`src/rtl/cache_consts.sv`:
```
// Shared coherence-message encodings, request geometry and NoC flit field offsets.
package cache_consts;

   localparam int LINE_W = 128;
   localparam int ADDR_W = 28;

   localparam logic [1:0] COH_GETS = 2'd0;
   localparam logic [1:0] COH_GETM = 2'd1;
   localparam logic [1:0] COH_PUTS = 2'd2;
   localparam logic [1:0] COH_PUTM = 2'd3;

   // MSB positions of the header-flit fields inside the payload
   localparam int FLIT_DST_HI   = 63;
   localparam int FLIT_SRC_HI   = 59;
   localparam int FLIT_MSG_HI   = 55;
   localparam int FLIT_HPROT_HI = 53;

endpackage

```
`src/rtl/cache_types.sv`:
```
// Shared request struct and packetizer state type used between the L2 core and the NoC plane.
package cache_types;

   import cache_consts::*;

   typedef logic [ADDR_W-1:0] line_addr_t;
   typedef logic [LINE_W-1:0] line_t;

   typedef struct packed {
      logic [1:0] coh_msg;
      logic [1:0] hprot;
      line_addr_t addr;
      line_t      line;
   } l2_req_out_t;

   typedef enum logic [2:0] {
      IDLE = 3'd0,
      HDR  = 3'd1,
      ADDR = 3'd2,
      DAT0 = 3'd3,
      DAT1 = 3'd4
   } pkt_state_t;

endpackage

```
`src/rtl/l2_req_packetizer.sv`:
```
// Turns one L2 coherence request into a 2-flit (GETS/GETM/PUTS) or 4-flit (PUTM) NoC packet.
module l2_req_packetizer
   import cache_consts::*;
   import cache_types::*;
#(
   parameter int NOC_W     = 64,
   parameter int TILE_ID_W = 4
) (
   input  logic                 clk,
   input  logic                 rst,
   input  logic                 l2_req_out_valid,
   output logic                 l2_req_out_ready,
   input  l2_req_out_t          l2_req_out,
   input  logic [TILE_ID_W-1:0] src_tile_id,
   input  logic [TILE_ID_W-1:0] llc_tile_id,
   output logic                 noc_flit_valid,
   input  logic                 noc_flit_ready,
   output logic [NOC_W+1:0]     noc_flit,
   output logic [15:0]          pkt_cnt
);

   pkt_state_t           state_q, state_d;
   logic [1:0]           coh_q, hprot_q;
   line_addr_t           addr_q;
   line_t                line_q;
   logic [TILE_ID_W-1:0] dst_q;
   logic [15:0]          pkt_cnt_q;

   logic                 accept, fire, is_tail;
   logic                 head, tail;
   logic [NOC_W-1:0]     payload;

   always_ff @(posedge clk or negedge rst) begin
      if (!rst) begin
         state_q <= IDLE;
      end else begin
         state_q <= state_d;
      end
   end

   // A tail handshake that coincides with a new accept goes straight to HDR.
   always_comb begin
      state_d = state_q;
      case (state_q)
         IDLE: if (accept) state_d = HDR;
         HDR:  if (fire)   state_d = ADDR;
         ADDR: begin
            if (fire) begin
               if (coh_q == COH_PUTM) state_d = DAT0;
               else if (accept)       state_d = HDR;
               else                   state_d = IDLE;
            end
         end
         DAT0: if (fire)   state_d = DAT1;
         DAT1: begin
            if (fire) state_d = accept ? HDR : IDLE;
         end
         default: state_d = IDLE;
      endcase
   end

   always_comb begin
      noc_flit_valid   = (state_q != IDLE);
      is_tail          = ((state_q == ADDR) && (coh_q != COH_PUTM)) || (state_q == DAT1);
      fire             = noc_flit_valid && noc_flit_ready;
      l2_req_out_ready = (state_q == IDLE) || (is_tail && noc_flit_ready);
      accept           = l2_req_out_valid && l2_req_out_ready;
      head             = 1'b0;
      tail             = 1'b0;
      payload          = '0;
      case (state_q)
         HDR: begin
            head = 1'b1;
            payload[FLIT_DST_HI -: TILE_ID_W]   = dst_q;
            payload[FLIT_SRC_HI -: TILE_ID_W]   = src_tile_id;
            payload[FLIT_MSG_HI -: 2]           = coh_q;
            payload[FLIT_HPROT_HI -: 2]         = hprot_q;
         end
         ADDR: begin
            tail    = (coh_q != COH_PUTM);
            payload = NOC_W'(addr_q);
         end
         DAT0: payload = NOC_W'(line_q[LINE_W/2-1:0]);
         DAT1: begin
            tail    = 1'b1;
            payload = NOC_W'(line_q[LINE_W-1:LINE_W/2]);
         end
         default: ;
      endcase
      noc_flit = {head, tail, payload};
   end

   // Capture registers only move on accept, which keeps the presented flit stable under backpressure.
   always_ff @(posedge clk or negedge rst) begin
      if (!rst) begin
         coh_q   <= '0;
         hprot_q <= '0;
         addr_q  <= '0;
         line_q  <= '0;
         dst_q   <= '0;
      end else if (accept) begin
         coh_q   <= l2_req_out.coh_msg;
         hprot_q <= l2_req_out.hprot;
         addr_q  <= l2_req_out.addr;
         line_q  <= l2_req_out.line;
         dst_q   <= llc_tile_id;
      end
   end

   always_ff @(posedge clk or negedge rst) begin
      if (!rst) begin
         pkt_cnt_q <= '0;
      end else if (fire && is_tail) begin
         pkt_cnt_q <= pkt_cnt_q + 16'd1;
      end
   end

   assign pkt_cnt = pkt_cnt_q;

endmodule

```
`config.mk`:
```
export PLATFORM = sky130hd
export DESIGN_NAME = l2_req_packetizer
export DESIGN_NICKNAME = d
export VERILOG_FILES = /design/src/rtl/cache_consts.sv /design/src/rtl/cache_types.sv /design/src/rtl/l2_req_packetizer.sv
export SDC_FILE = /design/constraint.sdc
export NUM_CORES = 1
export LEC_CHECK = 0
export ABC_AREA = 0
export CAP_MARGIN = 20
export CORE_MARGIN = 8
export CORE_UTILIZATION = 47
export DETAILED_ROUTE_END_ITERATION = 12
export PLACE_DENSITY = 0.88
export SYNTH_ARGS = -nofsm -noshare
export SYNTH_HDL_FRONTEND = slang
export SYNTH_SLANG_ARGS = --single-unit
```
`constraint.sdc`:
```
create_clock -name clk -period 2.35 [get_ports clk]
set_clock_uncertainty 0.1 [all_clocks]
set_input_delay 0.47 -clock clk [delete_from_list [all_inputs] [get_ports clk]]
set_output_delay 0.47 -clock clk [all_outputs]
set_load 0.005 [all_outputs]
```
==> out/qor.txt, run 1 <==
Storage cell area -> 4580 sq um
sequential share of power -> 0.387
DR DRC count -> 0
GP Congestion -> 0.815
Die Ht -> 148 um
Pleak -> 5.47 nW
sequential area share after synthesis -> 0.563
Slew headroom -> 0.673
Final Cycle Share -> 1.05
first-pass GRT wire length -> 36900 um
cells along the critical path -> buf_6 > nor2b_4 > and2_4 > buf_16 > clkbuf_16 > a22o_1 > clkbuf_2
Tmin final -> 2.48 ns
Hold Path Origin -> pkt_cnt[15]$_DFFE_PN0P_
HPWL Detailed -> 16700 um
Sw Ratio -> 0.321
Hold Path Stages -> 1
fin area -> 12200 sq um
DR top layer -> met5
DR iter-0 viols -> 231
critical path required time -> 1.78 ns
Synth cell types -> 35
Layout Nets -> 1095
CP max FO -> 6
Arr. time, crit path -> 1.91 ns
Detailed Routing Iterations Pass 1 -> 5
drt wl/cell -> 20.5 um
Logic pwr share -> 0.423
CTS buffer count -> 17
Slowest Stage Delay on Critical Path -> 0.43 ns
R2R Setup Slk -> 0.10 ns
CTS Sinks -> 183
root buf cell -> clkbuf_16
post-DR vias/cell -> 5.29
reg2reg end -> pkt_cnt[15]$_DFFE_PN0P_
final setup violation count -> 39
port bufs -> 255
area grow syn2layout -> 50.3%
multi-input logic area -> 3540 sq um
RR Startpoint -> state_q[0]$_DFFE_PN0P_
Internal -> 9.84 mW
GRT Total Usage -> 0.216
Fillers -> 1177
initial antenna violation count -> 2
largest cells by area after synthesis -> dfrtp_1 56%, mux2_2 19%, mux2_1 3.6%
DIE WIDTH -> 148 um
Worst VDD drop -> 0.660 mV
Max Slew Vio Count -> 0
Top Ports -> 256
hold path endpoint -> pkt_cnt[15]$_DFFE_PN0P_
status -> finished, violations left
Clock power frac -> 0.190
total power -> 14.5 mW
global-route congestion overflow total -> 0
Skew-Pair Late Insertion Delay -> 0.42 ns
Antenna Violating Nets Remaining -> 0
# H-tree levels -> 4
final setup margin -> -0.126 ns
core area -> 17100 sq um
area of placed instances -> 11300 sq um
Max-Cap Viols -> 0
Worst path slowest cell -> dfrtp_2
Setup Crit Path Kind -> reg -> out
most numerous cell in the Yosys netlist -> dfrtp_1
Yosys top cell by area -> dfrtp_1
wire length on met3 -> 1600 um
Reg2Reg Depth -> 7
number of global-route vias before repair -> 6718
die area -> 21800 sq um
top post-synthesis cells by count -> 183 x dfrtp_1, 139 x mux2_2, 54 x nand2_1
via count -> 6138
EDFF count, synth -> 0
Clock transition at path regs -> 0.07 ns
Setup crit end kind -> primary output
CP bufs+invs -> 4
layout cells sized above 1 -> 0.400
Mapped Nets -> 787
Cell Area, Synth -> 8140 sq um
top_reg_cell synth -> dfrtp_1
P per Cell Area -> 1190 nW/um^2
Yosys warning count -> 0
M1 WL -> 9460 um
met2 wire length -> 12100 um
FFs w/ async S/R, synth -> 1.00
Routed Wire Length -> 23900 um
Slew @ Worst Pin -> 0.491 ns
CP top delay family -> buffers and inverters
Min-Delay Path Class -> reg -> reg
Fin. Hold Viols -> 0
initial core utilization -> 0.475
clk buf depth -> 2
Max Clk Rate -> 404 MHz
mean area per synthesized cell -> 13.2 sq um
Net Sw Power -> 4.65 mW
CTS tree -> built
Yosys top cell area share -> 0.563
crit start category -> flip-flop
Gate Count Post-Synth -> 614
violated checks -> setup timing
RSZ-0062 raised after global routing -> yes
largest net degree at the start of global routing -> 59
Yosys reg bits -> 183
Rows -> 48
setup slack at placement -> -0.152 ns
==> state kept, by name (all words and copies together) (netlist names) <==
register / count
line_q: 128
dst_q: 4
hprot_q: 2
addr_q: 28
coh_q: 2
state_q: 3
pkt_cnt: 16
==> cell usage in the layout (no fill, tap or decap), types with 12 or more instances in the layout <==
cell type / synthesis / layout
a22oi_1: 12 / 12
nand2_2: 0 / 18
a22o_1: 24 / 24
mux2_1: 26 / 26
clkdlybuf4s50_1: 0 / 187
dfrtp_1: 183 / 180
mux2_2: 139 / 139
buf_2: 13 / 58
clkbuf_16: 0 / 19
xor2_1: 15 / 15
buf_4: 18 / 27
o21ai_1: 1 / 15
o21ai_2: 0 / 21
nand2_1: 54 / 28
mux2i_1: 28 / 25
buf_12: 0 / 18
buf_6: 0 / 24
==> logic make-up (layout without fill, tap and decap cells) <==
kind of cell | count (synthesis) | count (layout) | share of synthesized area
other cells | 0 | 1 | 0
mux | 194 | 194 | 0.265
flops | 183 | 183 | 0.563
xor+xnor | 15 | 15 | 0.0161
fa+ha+maj | 1 | 1 | 0.00154
compound gates | 84 | 84 | 0.0664
buf+inv | 44 | 365 | 0.0306
simple gates | 93 | 93 | 0.0578
==> metrics by stage <==
stage               utilization  hold slack [ns]  std cells  TNS [ns]
floorplan                     -           0.0744        614         0
global placement          0.661            0.359       1099    -18.25
global route              0.714            0.401       1161     -6.83
CTS                       0.699            0.372       1156     -3.90
finish                    0.714            0.375       1161     -2.86
detailed placement        0.661            0.359       1099    -18.83
==> how the worst max path moves through the flow <==
stage                                start  depth (start not counted)                 endpoint
floorplan           state_q[2]$_DFFE_PN0P_                          6             noc_flit[29]
global placement            noc_flit_ready                          8  line_q[117]$_DFFE_PN0P_
detailed placement          noc_flit_ready                          8   line_q[54]$_DFFE_PN0P_
CTS                 state_q[0]$_DFFE_PN0P_                          5             noc_flit[55]
global route        state_q[0]$_DFFE_PN0P_                          7             noc_flit[48]
finish              state_q[0]$_DFFE_PN0P_                          7             noc_flit[48]
==> metal layers <==
layer,track usage,vias up
met5,0,-
met4,0.0969,2
met3,0.0633,39
met2,0.363,211
met1,0.252,3070
li1,-,2816
==> power by group through the flow <==
| stage | registers (mW) | logic [mW] | clock network, mW |
|---|---|---|---|
| floorplan | 5.26 | 3.29 | 0 |
| CTS | 5.51 | 5.81 | 2.82 |
| detailed placement | 5.56 | 5.72 | 0 |
| global route | 5.77 | 6.57 | 2.94 |
| global placement | 5.45 | 5.56 | 0 |
| finish | 5.60 | 6.13 | 2.76 |
==> what timing repair did <==
item                                    4_1_cts  5_1_grt
buffers inserted                             25        6
pin swaps                                    15       25
gates cloned                                  2        2
hold buffers                                  1        0
hold endpoints to repair                     53        0
endpoints found under the setup margin       68       63
gates resized for setup                     303      107
==> area by class of cell <==
class	count	area share
Tap cell	225	0.0230
Sequential cell	183	0.375
Timing Repair Buffer	332	0.265
Clock buffer	22	0.0388
Clock inverter	10	0.00778
Antenna cell	1	0.000205
Multi-Input combinational cell	387	0.290
Inverter	1	0.000307
No activity file was read; power rests on OpenSTA's default activity.
==> inputs of run 2 (changes only) <==
ABC_AREA = 1   (was 0)
CORE_ASPECT_RATIO = 0.7   (was unset)
CORE_UTILIZATION = 51   (was 47)
PLACE_DENSITY = 0.93   (was 0.88)
clock period = 3 ns   (was 2.35 ns; I/O delays follow)
==> out/qor.txt, run 2 <==
Pleak -> 5.78 nW (+5.7%)
drt wl/cell -> 18.0 um (-13%)
final setup margin -> 0.114 ns (+0.240 ns)
CP top delay family -> buffers and inverters
cells along the critical path -> nor2_4 > nand2_2 > inv_6 > clkbuf_16 > nand2_1 > nand3_1 > clkdlybuf4s50_1
layout cells sized above 1 -> 0.0526 (-0.347)
critical path required time -> 2.30 ns (+0.52 ns)
CTS buffer count -> 17 (unchanged)
fin area -> 11900 sq um (-2.7%)
Yosys top cell area share -> 0.533 (-0.0297)
Slew headroom -> 0.568 (-0.105)
Fin. Hold Viols -> 0 (unchanged)
Setup Crit Path Kind -> reg -> out
Top Ports -> 256 (unchanged)
GRT Total Usage -> 0.252 (+0.0357)
most numerous cell in the Yosys netlist -> nand2_1
CP bufs+invs -> 3 (-1)
Layout Nets -> 1454 (+33%)
DIE WIDTH -> 171 um (+16%)
area of placed instances -> 11200 sq um (-1.3%)
die area -> 21300 sq um (-2.1%)
Antenna Violating Nets Remaining -> 0 (unchanged)
Slowest Stage Delay on Critical Path -> 0.52 ns (+0.09 ns)
Yosys top cell by area -> dfrtp_1
P per Cell Area -> 918 nW/um^2 (-23%)
Setup crit end kind -> primary output
Max Slew Vio Count -> 0 (unchanged)
most common cell after layout, fill and taps aside -> nand2_1
Largest register FFs -> 128 (unchanged)
Inst Count DP -> 1480 (+35%)
setup slack at placement -> 0.230 ns (+0.382 ns)
most frequent cells in the layout -> 488 x nand2_1, 252 x clkdlybuf4s50_1, 213 x nand3_1
status -> complete, no violations
crit start category -> flip-flop
Worst VDD drop -> 0.491 mV (-26%)
Tmin final -> 2.89 ns
final setup violation count -> 0 (-100%)
top post-synthesis cells by count -> 488 x nand2_1, 215 x nand3_1, 183 x dfrtp_1
largest cells by area after synthesis -> dfrtp_1 53%, nand2_1 21%, nand3_1 13%
Die Ht -> 125 um (-16%)
core area -> 16400 sq um (-4.2%)
FFs w/ async S/R, synth -> 1.00 (unchanged)
post-DR vias/cell -> 5.41 (+2.3%)
initial antenna violation count -> 3 (+1)
Mapped Nets -> 1229 (+56%)
via count -> 8223 (+34%)
Worst path slowest cell -> clkdlybuf4s50_1
Synth cell types -> 24 (-31%)
Fillers -> 1210 (+2.8%)
Clock transition at path regs -> 0.07 ns (about the same)
Rows -> 39 (-19%)
Routed Wire Length -> 27300 um (+15%)
end-of-flow core utilization -> 0.725 (+0.0110)
mean area per synthesized cell -> 8.13 sq um (-39%)
initial core utilization -> 0.524 (+0.0485)
Yosys reg bits -> 183 (unchanged)
first-pass GRT wire length -> 42800 um (+16%)
Yosys warning count -> 0 (unchanged)
EDFF count, synth -> 0 (unchanged)
HPWL Detailed -> 18000 um (+7.5%)
largest net degree at the start of global routing -> 134 (+130%)
GP Congestion -> 0.888 (+9.0%)
Detailed Routing Iterations Pass 1 -> 6 (+1)
top_reg_cell synth -> dfrtp_1
number of global-route vias before repair -> 8176 (+22%)
Skew-Pair Late Insertion Delay -> 0.42 ns (about the same)
Largest Register -> line_q
# H-tree levels -> 4 (unchanged)
Cell Area, Synth -> 8590 sq um (+5.6%)
area grow syn2layout -> 38.5%
clk buf depth -> 2 (unchanged)
DR DRC count -> 0 (unchanged)
Slew @ Worst Pin -> 0.649 ns (+0.157 ns)
Final Cycle Share -> 0.962
Setup TNS -> 0 ns (+2.86 ns)
Arr. time, crit path -> 2.19 ns (+0.28 ns)
Gate Count Post-Synth -> 1056 (+72%)
Post-Layout Cell Count -> 1520 (+31%)
Min-Delay Path Class -> in -> async
Max-Cap Viols -> 0 (unchanged)
DR iter-0 viols -> 934 (+300%)
root buf cell -> clkbuf_16
global-route congestion overflow total -> 0 (unchanged)
port bufs -> 255 (unchanged)
CTS tree -> built
Max Clk Rate -> 346 MHz
CTS Sinks -> 183 (unchanged)
sequential area share after synthesis -> 0.533 (-0.0297)
CP max FO -> 16 (+10)
[run 2: changes by cell type after synthesis, sizes merged, moves of 4 or more]
cell	delta
buf	+10
xnor2	+4
nor4	-5
mux2	-165
mux2i	-29
o21ai	-35
clkbuf	+19
inv	+21
nor2b	-5
xor2	-7
nor2	+10
nand2	+438
a22oi	-12
nand3	+214
[run 2: metrics by stage]
step	total power [mW]	hold slack [ns]
floorplan	6.95	0.204
global placement	8.36	0.353
detailed placement	8.57	0.358
CTS	10.9	0.101
global route	11.7	0.127
finish	10.9	0.0855
[run 2: repair_timing]
| action | CTS | global route |
|---|---|---|
| gates resized for setup | 4 | 6 |
| gates cloned | 1 | 2 |
| hold buffers | 0 | 0 |
| setup endpoints to repair | 29 | 59 |
| setup buffers | 0 | 4 |
[run 2: final timing paths]
| check | start | to | slack (ns) | cells after the start |
|---|---|---|---|---|
| setup reg to reg | state_q[2]$_DFFE_PN0P_ | line_q[95]$_DFFE_PN0P_ | 0.48 | 9 |
| setup / recovery | state_q[1]$_DFFE_PN0P_ | noc_flit[8] | 0.11 | 7 |
| min in group clk | line_q[125]$_DFFE_PN0P_ | line_q[125]$_DFFE_PN0P_ | 0.37 | 2 |
| hold / removal | rst | line_q[0]$_DFFE_PN0P_ | 0.09 | 1 |
| max in group asynchronous | rst | state_q[1]$_DFFE_PN0P_ | 1.93 | 2 |
| hold reg to reg | line_q[125]$_DFFE_PN0P_ | line_q[125]$_DFFE_PN0P_ | 0.37 | 2 |
[run 2: routing by layer]
layer | vias up | global-route usage | share of wire
met5 | - | 0 | 0.00099
met4 | 4 | 0.0785 | 0.019
met3 | 42 | 0.0690 | 0.097
met2 | 426 | 0.398 | 0.48
met1 | 3890 | 0.330 | 0.41
li1 | 3861 | - | -
[run 2: final cells by class]
type / instances / area (sq um) / area share
antenna: 1 / 2.50 / 0.000210
multi-input combinational: 779 / 3470 / 0.291
tap: 225 / 282 / 0.0237
inverter: 22 / 95.1 / 0.00800
timing repair buffer: 278 / 2880 / 0.242
clock buffer: 20 / 447 / 0.0376
clock inverter: 12 / 143 / 0.0120
sequential: 183 / 4580 / 0.385
[run 2: power by group]
part / switching (mW) / leakage (nW) / total, mW / internal, mW
Combinational: 2.53 / 3.22 / 4.39 / 1.86
Sequential: 0.682 / 2.28 / 4.29 / 3.61
Clock: 0.982 / 0.274 / 2.24 / 1.26
[run 2: kinds of logic after synthesis]
logic type | after synthesis | synth area share
fa+ha+maj | 1 | 0.00146
flops | 183 | 0.533
buf+inv | 94 | 0.0656
xor+xnor | 12 | 0.0122
compound gates | 35 | 0.0310
simple gates | 731 | 0.356
